### src/rtl/arb_pkg.sv
// Shared constants and state encoding for the 8-way round-robin arbiter.
package arb_pkg;
  localparam int N_REQ = 8;
  localparam int IDX_W = 3;

  typedef enum logic {
    IDLE  = 1'b0,
    GRANT = 1'b1
  } state_e;
endpackage

### src/rtl/rr_grant_decoder.sv
// Combinational 3-to-8 one-hot decoder, all-zero when en is low.
module rr_grant_decoder
  import arb_pkg::*;
(
  input  logic [IDX_W-1:0] idx,
  input  logic             en,
  output logic [N_REQ-1:0] onehot
);
  for (genvar i = 0; i < N_REQ; i++) begin : g_lane
    assign onehot[i] = en && (idx == IDX_W'(i));
  end
endmodule

### src/rtl/rr_arbiter8.sv
// Round-robin arbiter: 8 requesters, grant held until release or withdrawal.
// Optional forced release after MAX_HOLD cycles when RR_ARB_TIMEOUT_EN is defined.
module rr_arbiter8
  import arb_pkg::*;
#(
  parameter int MAX_HOLD = 16
) (
  input  logic             clk,
  input  logic             rst,
  input  logic [N_REQ-1:0] req,
  input  logic             rel,
  output logic [N_REQ-1:0] grant,
  output logic [IDX_W-1:0] grant_idx,
  output logic             grant_vld,
  output logic             timeout
);
  if (MAX_HOLD < 2) begin : g_bad_hold
    $error("rr_arbiter8: MAX_HOLD must be >= 2");
  end

  state_e           state, state_nxt;
  logic [IDX_W-1:0] ptr, ptr_nxt, idx_nxt, pick;
  logic             to_nxt, rls, force_rls;

  // Lowest offset from ptr wins; descending loop lets it overwrite last.
  always_comb begin
    pick = ptr;
    for (int k = N_REQ - 1; k >= 0; k--) begin
      if (req[ptr + IDX_W'(k)]) pick = ptr + IDX_W'(k);
    end
  end

  assign rls = rel || !req[grant_idx];

`ifdef RR_ARB_TIMEOUT_EN
  localparam int HC_W = $clog2(MAX_HOLD);
  logic [HC_W-1:0] hold_cnt;

  always_ff @(posedge clk) begin
    if (rst || state == IDLE) hold_cnt <= '0;
    else                      hold_cnt <= hold_cnt + HC_W'(1);
  end

  assign force_rls = (hold_cnt == HC_W'(MAX_HOLD - 1));
`else
  assign force_rls = 1'b0;
`endif

  always_comb begin
    state_nxt = state;
    idx_nxt   = grant_idx;
    ptr_nxt   = ptr;
    to_nxt    = 1'b0;
    case (state)
      IDLE: begin
        if (|req) begin
          state_nxt = GRANT;
          idx_nxt   = pick;
        end
      end
      GRANT: begin
        if (rls || force_rls) begin
          state_nxt = IDLE;
          ptr_nxt   = grant_idx + IDX_W'(1);
          to_nxt    = !rls;
        end
      end
      default: state_nxt = IDLE;
    endcase
  end

  always_ff @(posedge clk) begin
    if (rst) begin
      state     <= IDLE;
      ptr       <= '0;
      grant_idx <= '0;
      timeout   <= 1'b0;
    end else begin
      state     <= state_nxt;
      ptr       <= ptr_nxt;
      grant_idx <= idx_nxt;
      timeout   <= to_nxt;
    end
  end

  assign grant_vld = (state == GRANT);

  rr_grant_decoder u_dec (
    .idx    (grant_idx),
    .en     (grant_vld),
    .onehot (grant)
  );
endmodule

### config.mk
export PLATFORM = sky130hd
export DESIGN_NAME = rr_arbiter8
export DESIGN_NICKNAME = d
export VERILOG_FILES = /design/src/rtl/arb_pkg.sv /design/src/rtl/rr_grant_decoder.sv /design/src/rtl/rr_arbiter8.sv
export SDC_FILE = /design/constraint.sdc
export NUM_CORES = 1
export LEC_CHECK = 0
export BUFFER_PORTS_ARGS = -buffer_cell sky130_fd_sc_hd__buf_2
export CAP_MARGIN = 20
export CORE_MARGIN = 2
export CORE_UTILIZATION = 49
export CTS_CLUSTER_DIAMETER = 60
export CTS_CLUSTER_SIZE = 14
export DETAILED_ROUTE_END_ITERATION = 16
export GPL_TIMING_DRIVEN = 0
export PLACE_DENSITY = 0.72
export SLEW_MARGIN = 20
export SYNTH_ARGS = -nofsm -noshare
export SYNTH_HDL_FRONTEND = slang
export SYNTH_SLANG_ARGS = --single-unit
export TNS_END_PERCENT = 50
### constraint.sdc
create_clock -name clk -period 2.7 [get_ports clk]
set_input_delay 0.405 -clock clk [delete_from_list [all_inputs] [get_ports clk]]
set_output_delay 0.405 -clock clk [all_outputs]
set_load 0.02 [all_outputs]
==> results.toml <==
[sta]
hold_viol_final = 0
maxSlewViolCount = 0
skew_ps = 0.302
finalCriticalPeriod_ps = 2750
fmax_mhz = 363
rsz0062_at_grt = "true"
setup_violations = 1
timing.final.ws_setup_ps = -52.6
min_period_over_period_pct = 102

[clock_network]
clock_latency_ps = 250
clk_pin_slew_worst_paths_ps = 50
cts_sinks = 8
cts_buffer_depth = 2
htreeDepth = 1
ctsRootBufferMaster = "clkbuf_4"
cts_tree = "yes"
cts_buffers = 3

[cells_and_area]
drive_above_1_share_pct = 41.9
nets = 200
num_antenna_cells = 0
fin_area_um2 = 1630
syn2layout_area_growth_pct = 24.1

[placed_design]
gp_congestion = 0.861
numPortBuffers = 22
place_worst_setup_slack_ps = -58.2
placed_area_um2 = 1460
dpl.hpwl_um = 2540

[synth]
synth_seq_cells = 8
netlist_area_um2 = 1310
yosysWarnings = 0
synth_cell_type_count = 46
synthArstFlopShare_pct = 0
synth-edff-count = 0
synthFlopType = "dfxtp_1"
synth_nets = 161
postSynthCellCount = 142
ys_seq_area_share_pct = 12.2
syn_area_per_cell_um2 = 9.23

[route]
drtIter0Drc = 35
wl_per_cell_um = 16.8
via_count = 1303
firstDrtPassIters = 4
wl_um = 3520
post-route-drc-count = 0
viasPerCell = 6.23
ant_nets = 0

[pwr]
powerDensity_nw_per_um2 = 623
leakagePower_nw = 0.697
combPwrFrac_pct = 73.2
power_mw = 1.01
vdd_drop_max_uv = 358
p_int_uw = 559
switching_power_uw = 454
power_frac_seq_pct = 17.6
clkPwrFrac_pct = 9.2
switching_share_pct = 44.8

[status]
violations = "negative setup slack"
outcome = "finished with violations"

[critical_path]
crit_start = "ptr[1]$_SDFFE_PP0P_"
critical_path_buf_inv_count = 4
r2r_end = "grant_idx[1]$_SDFFE_PP0P_"
path_max_fanout = 5
crit_arrival_ps = 2930
crit_slowest_cell = "mux4_2"
crit_top_cell = "buf_6"
cp-end-kind = "register"
crit_cells = 10
crit_path_end = "grant_idx[1]$_SDFFE_PP0P_"
r2r-start = "ptr[1]$_SDFFE_PP0P_"
crit_family = "multiplexers"
slowest_delay_ps = 540
critPathRequiredTime_ps = 2880
timing.setup.critical_path_class = "register to register"
crit_path_start_kind = "register"
worstRegToRegCells = 10
cp_cell_sequence = "buf_8 > clkinvlp_4 > ha_4 > buf_6 > mux4_2 > buf_6 > mux2_4 > a2111oi_4 > nor4_4 > a211oi_2"
r2r_setup_slack_ps = -50

[die]
fp.dieW_um = 55.7
die_area_um2 = 3100
start_util_pct = 52.4
rows = 18
ios = 24
dieHeight_um = 55.7
core_area_um2 = 2500

[global_routing]
grt_pass1_wl_um = 5800
grt_pass1_vias = 1214
antenna_found_initial = 0
grt_max_degree = 12
grt-ovfl-total = 0
grtUsageTotal_pct = 23.0

[min_path]
min-delay-path-class = "input pin to register"

[job]
maxCapViolations = 0
-- cell usage after synthesis, types with 2 or more instances --
library cell / number / area share [%]
and2_1: 5 / 2.4
ha_1: 8 / 7.6
nor2_1: 11 / 3.2
a21boi_1: 2 / 1.1
nand2_1: 10 / 2.9
dfxtp_1: 8 / 12
inv_1: 8 / 2.3
a31oi_1: 2 / 0.95
a211oi_1: 2 / 1.1
xor2_1: 2 / 1.3
a21o_1: 2 / 1.1
or4_1: 2 / 1.1
nand3_1: 2 / 0.76
a311oi_1: 2 / 1.3
clkbuf_8: 3 / 3.2
buf_6: 3 / 2.6
nor3_1: 3 / 1.1
mux2i_2: 2 / 2.1
nand2b_1: 2 / 0.95
a21oi_1: 10 / 3.8
and3_1: 5 / 2.4
mux2i_1: 5 / 3.8
mux4_2: 10 / 17
mux2_2: 5 / 4.3
o21ai_0: 6 / 2.3
mux2_4: 2 / 2.3
-- state kept, by name, summed over array words and instances, names as in the netlist --
| register | flops |
|---|---|
| grant_idx | 3 |
| grant_vld | 1 |
| ptr | 3 |
| timeout | 1 |
-- timing repair --
| action | in CTS | in global routing |
|---|---|---|
| setup buffers | 2 | 11 |
| resized for setup | 5 | 8 |
| pin swaps | 1 | 4 |
| hold buffers | 0 | 0 |
| setup endpoints to repair | 2 | 2 |
-- cell families after synthesis --
kind of cell / count (synthesis) / synth area share [%]
compound gates: 37 / 19.9
other cells: 1 / 0.286
simple gates: 44 / 17.2
buf+inv: 17 / 11.1
xor+xnor: 3 / 2.01
fa+ha+maj: 8 / 7.64
mux: 24 / 29.7
flops: 8 / 12.2
-- routing by layer --
metal	part of all wire [%]	track usage (%)	wire length, um	vias to the layer above
met5	0	0	0	-
met4	0.82	4.88	29	0
met3	7.5	4.88	265	7
met2	50	38.6	1770	59
met1	41	30.5	1460	625
li1	-	-	-	612
-- metrics by stage --
stage,instances,util [%],TNS [ps],hold WS [ps]
finish,209,65.0,-52.6,327
global route,209,65.0,-113,324
CTS,199,60.7,0,323
detailed placement,194,58.3,-83.1,595
global placement,194,58.3,-35.5,593
floorplan,142,-,0,575
-- cell usage in the layout, fill, tap and decap left out, types with 2 or more instances in the layout --
cell type  instances
a211oi_1           2
mux2_2             4
nand3_1            2
a311oi_1           2
ha_1               7
dfxtp_2            2
nor2_1            10
clkbuf_8           3
mux2_4             3
buf_2             22
nand2_1           10
inv_1              7
buf_8              2
and2_1             5
or4_1              2
o21ai_0            6
a31oi_1            2
a21boi_1           2
a21oi_1           10
nand2b_1           2
buf_6              2
mux4_2            10
dfxtp_1            6
mux2i_1            5
mux2i_2            2
nor3_1             3
and3_1             4
xor2_1             2
a21o_1             2
clkbuf_4           3
buf_4             12
-- power groups by stage --
stage,Combinational (mW),Clock [mW],Sequential [mW]
CTS,0.672,0.0957,0.177
finish,0.742,0.0934,0.178
detailed placement,0.642,0,0.178
global route,0.801,0.102,0.183
floorplan,0.497,0,0.184
global placement,0.622,0,0.177
-- area by class of cell --
| cell class | instances | area [um^2] |
|---|---|---|
| Fill cell | 212 | 875 |
| Buffer | 8 | 108 |
| Clock buffer | 3 | 22.5 |
| Inverter | 8 | 33.8 |
| Timing Repair Buffer | 35 | 211 |
| Multi-Input combinational cell | 117 | 1050 |
| Sequential cell | 8 | 163 |
| Tap cell | 30 | 37.5 |
-- worst min path at each step --
stage | startpoint | end | slack (ps) | cells after the start
after global placement | rst | grant_idx[1]$_SDFFE_PP0P_ | 590 | 2
after detailed placement | rst | grant_idx[1]$_SDFFE_PP0P_ | 590 | 2
final | rst | ptr[1]$_SDFFE_PP0P_ | 330 | 2
after floorplan | rst | grant_idx[1]$_SDFFE_PP0P_ | 570 | 2
after global routing | rst | grant_idx[1]$_SDFFE_PP0P_ | 320 | 2
after CTS | rst | ptr[1]$_SDFFE_PP0P_ | 320 | 2
Power figures use the tool's default switching activity.
